==> src/rtl/dffrsnq_pkg.sv <==
// Shared definitions for the dffrsnq_pipe delay line: the per-edge operation
// encoding and the scan-chain length helper.
package dffrsnq_pkg;

    // One operation per clock edge, listed from highest to lowest priority.
    typedef enum logic [2:0] {
        OP_RESET   = 3'd0,
        OP_SET     = 3'd1,
        OP_SHIFT   = 3'd2,
        OP_CAPTURE = 3'd3,
        OP_HOLD    = 3'd4
    } op_e;

    // Total number of flops on the scan chain: each stage holds WIDTH data
    // bits plus one valid bit.
    function automatic int unsigned scan_len(input int unsigned width,
                                             input int unsigned depth);
        return depth * (width + 32'd1);
    endfunction

endpackage

==> src/rtl/dffrsnq_stage.sv <==
// One pipeline stage: WIDTH data flops plus a valid flop. The stage also forms
// one link of the scan chain, in the order valid, data[0] .. data[WIDTH-1].
module dffrsnq_stage
    import dffrsnq_pkg::*;
#(
    parameter int              WIDTH     = 8,
    parameter logic [WIDTH-1:0] SET_VALUE = {WIDTH{1'b1}},
    parameter logic            SET_VALID = 1'b0
) (
    input  logic             clk_i,
    input  logic             rst_ni,
    input  op_e              op_i,
    input  logic [WIDTH-1:0] prev_data_i,
    input  logic             prev_v_i,
    input  logic             si_i,
    output logic [WIDTH-1:0] data_o,
    output logic             v_o,
    output logic             so_o
);

    logic [WIDTH-1:0] data_q;
    logic [WIDTH-1:0] data_d;
    logic             v_q;
    logic             v_d;
    logic [WIDTH:0]   chain_s;
    logic [WIDTH:0]   shifted_s;

    // The chain view of the stage puts valid at bit 0 so that a left shift
    // moves valid into data[0] and data[WIDTH-1] out towards the next stage.
    assign chain_s   = {data_q, v_q};
    assign shifted_s = {chain_s[WIDTH-1:0], si_i};

    // Next-state selection for the broadcast operation.
    always_comb begin
        data_d = data_q;
        v_d    = v_q;
        case (op_i)
            OP_RESET: begin
                data_d = {WIDTH{1'b0}};
                v_d    = 1'b0;
            end
            OP_SET: begin
                data_d = SET_VALUE;
                v_d    = SET_VALID;
            end
            OP_SHIFT: begin
                data_d = shifted_s[WIDTH:1];
                v_d    = shifted_s[0];
            end
            OP_CAPTURE: begin
                data_d = prev_data_i;
                v_d    = prev_v_i;
            end
            OP_HOLD: begin
                data_d = data_q;
                v_d    = v_q;
            end
            default: begin
                // Unreachable encodings fall back to the safe cleared state.
                data_d = {WIDTH{1'b0}};
                v_d    = 1'b0;
            end
        endcase
    end

    // Stage flops; reset is also forced directly here so the cleared state
    // does not depend on the decoded operation alone.
    always_ff @(posedge clk_i) begin
        if (!rst_ni) begin
            data_q <= {WIDTH{1'b0}};
            v_q    <= 1'b0;
        end else begin
            data_q <= data_d;
            v_q    <= v_d;
        end
    end

    assign data_o = data_q;
    assign v_o    = v_q;
    assign so_o   = data_q[WIDTH-1];

endmodule

==> src/rtl/dffrsnq_pipe.sv <==
// Multi-bit, multi-stage set/reset flop bank with per-stage valid, global
// capture enable, synchronous set and a full-length scan chain.
module dffrsnq_pipe
    import dffrsnq_pkg::*;
#(
    parameter int              WIDTH     = 8,
    parameter int              DEPTH     = 2,
    parameter logic [WIDTH-1:0] SET_VALUE = {WIDTH{1'b1}},
    parameter logic            SET_VALID = 1'b0
) (
    input  logic             CLK,
    input  logic             RN,
    input  logic             SETN,
    input  logic             EN,
    input  logic             SE,
    input  logic             SI,
    input  logic [WIDTH-1:0] D,
    input  logic             DV,
    output logic [WIDTH-1:0] Q,
    output logic             QV,
    output logic             SO
);

    op_e              op_s;
    logic [WIDTH-1:0] stage_data_s [DEPTH];
    logic             stage_v_s    [DEPTH];
    logic             stage_so_s   [DEPTH];

    // Decode the control inputs once per cycle in strict priority order.
    always_comb begin
        op_s = OP_HOLD;
        if (!RN) begin
            op_s = OP_RESET;
        end else if (!SETN) begin
            op_s = OP_SET;
        end else if (SE) begin
            op_s = OP_SHIFT;
        end else if (EN) begin
            op_s = OP_CAPTURE;
        end else begin
            op_s = OP_HOLD;
        end
    end

    for (genvar s = 0; s < DEPTH; s++) begin : g_stage
        logic [WIDTH-1:0] prev_data_s;
        logic             prev_v_s;
        logic             prev_so_s;

        if (s == 0) begin : g_first
            assign prev_data_s = D;
            assign prev_v_s    = DV;
            assign prev_so_s   = SI;
        end else begin : g_next
            assign prev_data_s = stage_data_s[s-1];
            assign prev_v_s    = stage_v_s[s-1];
            assign prev_so_s   = stage_so_s[s-1];
        end

        dffrsnq_stage #(
            .WIDTH     (WIDTH),
            .SET_VALUE (SET_VALUE),
            .SET_VALID (SET_VALID)
        ) u_stage (
            .clk_i       (CLK),
            .rst_ni      (RN),
            .op_i        (op_s),
            .prev_data_i (prev_data_s),
            .prev_v_i    (prev_v_s),
            .si_i        (prev_so_s),
            .data_o      (stage_data_s[s]),
            .v_o         (stage_v_s[s]),
            .so_o        (stage_so_s[s])
        );
    end

    // Outputs are taken straight from the last stage's flops.
    assign Q  = stage_data_s[DEPTH-1];
    assign QV = stage_v_s[DEPTH-1];
    assign SO = stage_so_s[DEPTH-1];

endmodule
==> config.mk <==
export PLATFORM = sky130hd
export DESIGN_NAME = dffrsnq_pipe
export DESIGN_NICKNAME = d
export VERILOG_FILES = /design/src/rtl/dffrsnq_pkg.sv /design/src/rtl/dffrsnq_stage.sv /design/src/rtl/dffrsnq_pipe.sv
export SDC_FILE = /design/constraint.sdc
export NUM_CORES = 1
export LEC_CHECK = 0
export ABC_AREA = 1
export BUFFER_PORTS_ARGS = -buffer_cell sky130_fd_sc_hd__buf_2
export CAP_MARGIN = 20
export CORE_ASPECT_RATIO = 0.75
export CORE_MARGIN = 8
export CORE_UTILIZATION = 50
export CTS_BUF_LIST = sky130_fd_sc_hd__clkbuf_4 sky130_fd_sc_hd__clkbuf_8
export CTS_CLUSTER_DIAMETER = 60
export CTS_CLUSTER_SIZE = 20
export DETAILED_ROUTE_END_ITERATION = 7
export PLACE_DENSITY = 0.85
export SKIP_CTS_REPAIR_TIMING = 1
export SLEW_MARGIN = 20
export SYNTH_ARGS = -nofsm -noshare
export SYNTH_HDL_FRONTEND = slang
export SYNTH_SLANG_ARGS = --single-unit
==> constraint.sdc <==
create_clock -name CLK -period 0.9 [get_ports CLK]
set_input_delay 0.09 -clock CLK [delete_from_list [all_inputs] [get_ports CLK]]
set_output_delay 0.09 -clock CLK [all_outputs]
set_load 0.05 [all_outputs]
==> results of run 1 <==
## cell type report
| cell class | count | area, um2 | share of cell area, % |
|---|---|---|---|
| tap | 22 | 27.5 | 2.20 |
| multi-input combinational | 92 | 430 | 34.3 |
| inverter | 18 | 67.6 | 5.39 |
| sequential | 18 | 379 | 30.2 |
| timing repair buffer | 33 | 313 | 25.0 |
| clock buffer | 4 | 36.3 | 2.89 |
## flip-flops by register name, summed over array words and instances, names as in the netlist
register / count
g_stage.u_stage.data_o: 16
g_stage.u_stage.v_o: 2
## worst max-delay path by stage
stage                              endpoint  depth (start not counted)  slack (ns)                          from
3_5_place_dp   g_stage[1].u_stage.data_o[7]                          5       -0.04                            SE
5_1_grt                                Q[7]                          1       -0.05  g_stage[1].u_stage.data_o[7]
3_3_place_gp   g_stage[1].u_stage.data_o[2]                          5      -0.002                            SE
2_1_floorplan  g_stage[1].u_stage.data_o[4]                          4       -0.05  g_stage[1].u_stage.data_o[3]
4_1_cts                                Q[3]                          1       -0.16  g_stage[1].u_stage.data_o[3]
6_report                               Q[7]                          1       -0.02  g_stage[1].u_stage.data_o[7]
## power groups by stage
stage	sequential [W]	combinational [W]	clock, W
after floorplan	0.00106	0.000188	0
after global placement	0.000946	0.000425	0
after detailed placement	0.000950	0.000435	0
after CTS	0.000932	0.000436	0.000516
after global routing	0.000958	0.000576	0.000543
final	0.000946	0.000534	0.000506
## metal layers
layer	vias to the layer above	routed length [um]	part of all wire [%]	track usage (%)
met5	-	0	0	0
met4	0	41	1.8	3.25
met3	6	170	7.4	5.05
met2	36	1130	49	25.0
met1	442	970	42	15.0
li1	506	-	-	-
## cell families after synthesis
logic type / after synthesis / share of synthesized area [%]
buffers and inverters: 26 / 13.8
flip-flops: 18 / 39.3
AND/OR/NAND/NOR: 92 / 46.9
## placed cells by master, fill, tap and decap left out
master    instances
nor2_2            2
clkbuf_8          1
clkbuf_4          3
buf_2            14
dfxtp_4           3
buf_4             7
inv_2             2
nand2_1           6
nand3_1          50
dfxtp_1           9
nor3_1            1
inv_1            15
dfxtp_2           6
nand4_1           4
buf_12            2
nand3_2           1
nor2_1           28
clkinv_1          1
buf_8            10
## through the flow
step                power, W  instance area [um2]  cells  worst slack, ns  util, %
detailed placement   0.00138                 1080    179          -0.0404     62.5
CTS                  0.00188                 1110    183           -0.159     64.6
global route         0.00208                 1250    187          -0.0543     72.7
floorplan            0.00125                  926    136          -0.0520        -
global placement     0.00137                 1080    179         -0.00238     62.5
finish               0.00199                 1250    187          -0.0176     72.7
==> run_results.csv, run 1 <==
group,metric,value,unit
outcome,status,"finished, violations left",
outcome,violations,"negative hold slack, negative setup slack",
synth,synth_flop_cell,"dfxtp_1",
global_route,grtUsageTotal,13.8,%
power,ir_worst_vdd,1360,uV
clock_tree,cts_tree,"yes",
sta,worstMarginPinSlew,0.327,ns
drt,avgRoutedWirePerCell,12.4,um
synth,synth_area_leaders,"dfxtp_1, nand3_1, nor2_1",
worst_hold_path,min_from,"DV",
setup_path,arrival,0.83,ns
setup_path,end_kind,"output port",
sta,finalHoldViolations,1,
layout,drive_gt1_share,30.9,%
synth,synthArstFlopShare,0,%
synth,synth_commonest_cells,"nand3_1, nor2_1, dfxtp_1",
global_route,grt_pass1_vias,878,
sta,drv_slew,0,
setup_path,critPathTopFamily,"flip-flops",
drt,drc,0,
sta,fin_crit,0.918,ns
floorplanning,initial_utilization,53.2,%
drt,drt_wl_total,2310,um
setup_path,crit_chain,"buf_8",
clock_tree,clock-root-buffer,"clkbuf_4",
worst_hold_path,worstHoldPathCells,3,
job,cap_violations,0,
sta,setup_slack,-0.0176,ns
power,power_switching,0.000639,W
sta,hold_slack,-0.00903,ns
layout,area_growth,36.7,%
power,p_comb_share,26.9,%
setup_path,cp_max_fo,3,
setup_path,crit_slowest_cell,"dfxtp_4",
synth,synthesis.area,917,um2
clock_tree,cts_buffer_depth,2,
global_route,antenna_found_initial,0,
sta,fin_skew,0.00234,ns
setup_path,path_class,"reg -> out",
sta,fin_setup_tns,-0.0691,ns
clock_tree,cts.clk_slew.worst_paths,0.11,ns
power,swShare,32.2,%
setup_path,reg2reg_from,"g_stage[1].u_stage.data_o[5]",
global_route,grt_max_degree,35,
worst_hold_path,holdPathEnd,"g_stage[0].u_stage.v_o",
synth,synth_cell_types,14,
layout,nNetsFinal,181,
drt,firstDrtPassIters,4,
synth,yosysMostFrequentCell,"nand3_1",
synth,syn-instance-count,136,
drt,first_iter_violations,55,
layout,n_antenna_cell,0,
setup_path,r2r-end,"g_stage[1].u_stage.data_o[6]",
layout,fill_cells,144,
sta,min_period_over_period,102,%
floorplanning,io_pins,25,
placed_design,dp_hpwl,1670,um
synth,ys_ff_latch,18,
sta,clock.fmax,1090,MHz
power,clkPwrFrac,25.5,%
synth,ys_seq_area_share,39.3,%
floorplanning,rows,13,
sta,rsz0062_at_grt,"yes",
floorplanning,die_w,65.5,um
clock_tree,h-tree-depth,1,
global_route,grt_pass1_wl,3830,um
synth,yosysWarnings,0,
power,seqPwrFrac,47.6,%
power,p_int,0.00135,W
drt,via_per_inst,5.29,
clock_tree,numClockSinks,18,
synth,synth_area_per_cell,6.74,um2
clock_tree,clk_latency,0.29,ns
worst_hold_path,hp-class,"in -> reg",
synth,synth_fp_nets,151,
global_route,grt_overflow,0,
clock_tree,cts_buffers,3,
sta,relSlewSlack,78.2,%
placed_design,globalplace.congestion,0.782,
setup_path,max_stage_delay,0.39,ns
synth,synth_top_cell_by_area,"dfxtp_1",
setup_path,worstRegToRegCells,5,
floorplanning,dieArea,3480,um2
floorplanning,die_y,53.1,um
power,power_density,1580,nW/um2
setup_path,regToRegSetupSlack,0.07,ns
setup_path,critPathLaunchType,"flip-flop",
power,p_leak,0.584,nW
sta,setup_viol,6,
synth,synth_top_area_share,39.3,%
setup_path,path_buf_inv,1,
setup_path,crit_required,0.81,ns
floorplanning,coreArea,1720,um2
placed_design,place.port_buffers,24,
drt,ant_nets,0,
synth,synth_edf_count,0,
drt,via_count,990,
No activity file was read; power rests on OpenSTA's default activity.
==> run 2, diff against run 1 <==
SKIP_CTS_REPAIR_TIMING = unset   (was 1)
==> run 2 against run 1 <==
The flow finishes with violations (negative setup slack). Hold slack better by 0.027 ns. Total power up 2.4%. Critical path depth unchanged. Clock skew up 0.0037 ns. Via count down 1.7%. Critical path type unchanged.
==> run_results.csv, run 2 (synthesized netlist as in run 1, its figures left out) <==
group,metric,value,unit
layout,final_common_cell,"nand3_1",
outcome,status,"finished, violations left",
sta,setup_slack,-0.0310,ns
global_route,antenna_found_initial,0,
drt,drt_wl_total,2430,um
global_route,grt_pass1_vias,918,
floorplanning,initial_utilization,53.2,%
clock_tree,numClockSinks,18,
global_route,grt_pass1_wl,4110,um
placed_design,place.port_buffers,24,
clock_tree,cts_tree,"yes",
placed_design,dp_hpwl,1670,um
power,p_leak,0.608,nW
sta,worstMarginPinSlew,0.339,ns
clock_tree,cts_buffers,3,
setup_path,arrival,0.84,ns
layout,fill_cells,135,
layout,n_antenna_cell,0,
clock_tree,clk_latency,0.30,ns
setup_path,max_stage_delay,0.39,ns
sta,min_period_over_period,103,%
floorplanning,io_pins,25,
drt,via_count,973,
floorplanning,coreArea,1720,um2
floorplanning,rows,13,
placed_design,postPlaceCellArea,1080,um2
setup_path,critPathTopFamily,"flip-flops",
setup_path,crit_required,0.81,ns
layout,final_area,1310,um2
placed_design,globalplace.congestion,0.782,
sta,setup_viol,8,
job,cap_violations,0,
setup_path,path_class,"reg -> out",
global_route,grtUsageTotal,15.1,%
layout,area_growth,42.4,%
layout,nNetsFinal,186,
drt,firstDrtPassIters,4,
clock_tree,clock-root-buffer,"clkbuf_4",
sta,drv_slew,0,
drt,avgRoutedWirePerCell,12.6,um
clock_tree,h-tree-depth,1,
sta,relSlewSlack,77.4,%
outcome,violations,"negative setup slack",
floorplanning,dieArea,3480,um2
setup_path,crit_slowest_cell,"dfxtp_4",
setup_path,crit_chain,"buf_8",
clock_tree,cts_buffer_depth,2,
sta,clock.fmax,1070,MHz
layout,multi_input_area,433,um2
setup_path,critPathLaunchType,"flip-flop",
layout,utilization,75.8,%
drt,first_iter_violations,38,
floorplanning,die_w,65.5,um
drt,ant_nets,0,
sta,finalHoldViolations,0,
power,ir_worst_vdd,1230,uV
setup_path,cp_max_fo,3,
power,power_density,1560,nW/um2
layout,largest_reg_flops,16,
layout,drive_gt1_share,33.5,%
clock_tree,cts.clk_slew.worst_paths,0.11,ns
layout,final_cell_mix,"nand3_1, nor2_1, buf_2, inv_1, buf_8",
worst_hold_path,hp-class,"in -> reg",
global_route,grt_max_degree,35,
setup_path,end_kind,"output port",
layout,seq_area,379,um2
sta,fin_skew,0.00601,ns
global_route,grt_overflow,0,
sta,rsz0062_at_grt,"yes",
setup_path,path_buf_inv,1,
sta,fin_crit,0.931,ns
floorplanning,die_y,53.1,um
drt,via_per_inst,5.07,
drt,drc,0,
run 2: cell type report:
cell class	count	area share, %
Timing Repair Buffer	38	27.8
Multi-Input combinational cell	92	33.1
Inverter	18	5.17
Tap cell	22	2.11
Clock buffer	4	2.78
Sequential cell	18	29.0
run 2: layer usage:
layer | up-vias | wire (um) | GRT usage (%)
met5 | - | 0 | 0
met4 | 0 | 24 | 5.42
met3 | 2 | 132 | 5.47
met2 | 22 | 1200 | 25.8
met1 | 434 | 1070 | 17.1
li1 | 515 | - | -
run 2: worst reg2reg max path, cell delays in order (launching register included):
cell,delay (ns)
dfxtp_4,0.37
buf_4,0.14
inv_1,0.04
nor2_1,0.03
nor2_1,0.10
nand3_1,0.08
run 2: where the power goes:
| group | leakage (nW) | internal [W] | total (W) | switching (W) |
|---|---|---|---|---|
| logic | 0.434 | 0.000252 | 0.000574 | 0.000322 |
| clock network | 0.0210 | 0.000247 | 0.000517 | 0.000270 |
| registers | 0.153 | 0.000876 | 0.000944 | 0.0000683 |
| total | 0.608 | 0.00137 | 0.00204 | 0.000661 |
run 2: final timing paths:
check,slack (ns),end,cells past startpoint,from
max,-0.03,Q[7],1,g_stage[1].u_stage.data_o[7]
min,0.02,g_stage[0].u_stage.data_o[7],3,D[7]
max reg2reg,0.03,g_stage[1].u_stage.data_o[7],5,g_stage[1].u_stage.data_o[6]
min reg2reg,0.52,g_stage[1].u_stage.data_o[3],2,g_stage[0].u_stage.data_o[3]
run 2: what timing repair did:
action                                  4_1_cts  5_1_grt
hold endpoints to repair                      1        0
resized for setup                            33        7
pin swaps                                     0        2
hold buffers                                  2        0
buffers inserted                              7        0
endpoints found under the setup margin       10       12
run 2: through the flow:
| stage | hold slack (ns) | setup WS, ns | power (W) | std cells | TNS, ns |
|---|---|---|---|---|---|
| 6_report | 0.0182 | -0.0310 | 0.00204 | 192 | -0.111 |
| 5_1_grt | 0.0226 | -0.0617 | 0.00212 | 192 | -0.413 |
| 4_1_cts | 0.0268 | -0.0297 | 0.00202 | 192 | -0.105 |
| 3_5_place_dp | 0.291 | -0.0404 | 0.00138 | 179 | -0.296 |
| 3_3_place_gp | 0.290 | -0.00238 | 0.00137 | 179 | -0.00238 |
| 2_1_floorplan | 0.203 | -0.0520 | 0.00125 | 136 | -0.0827 |
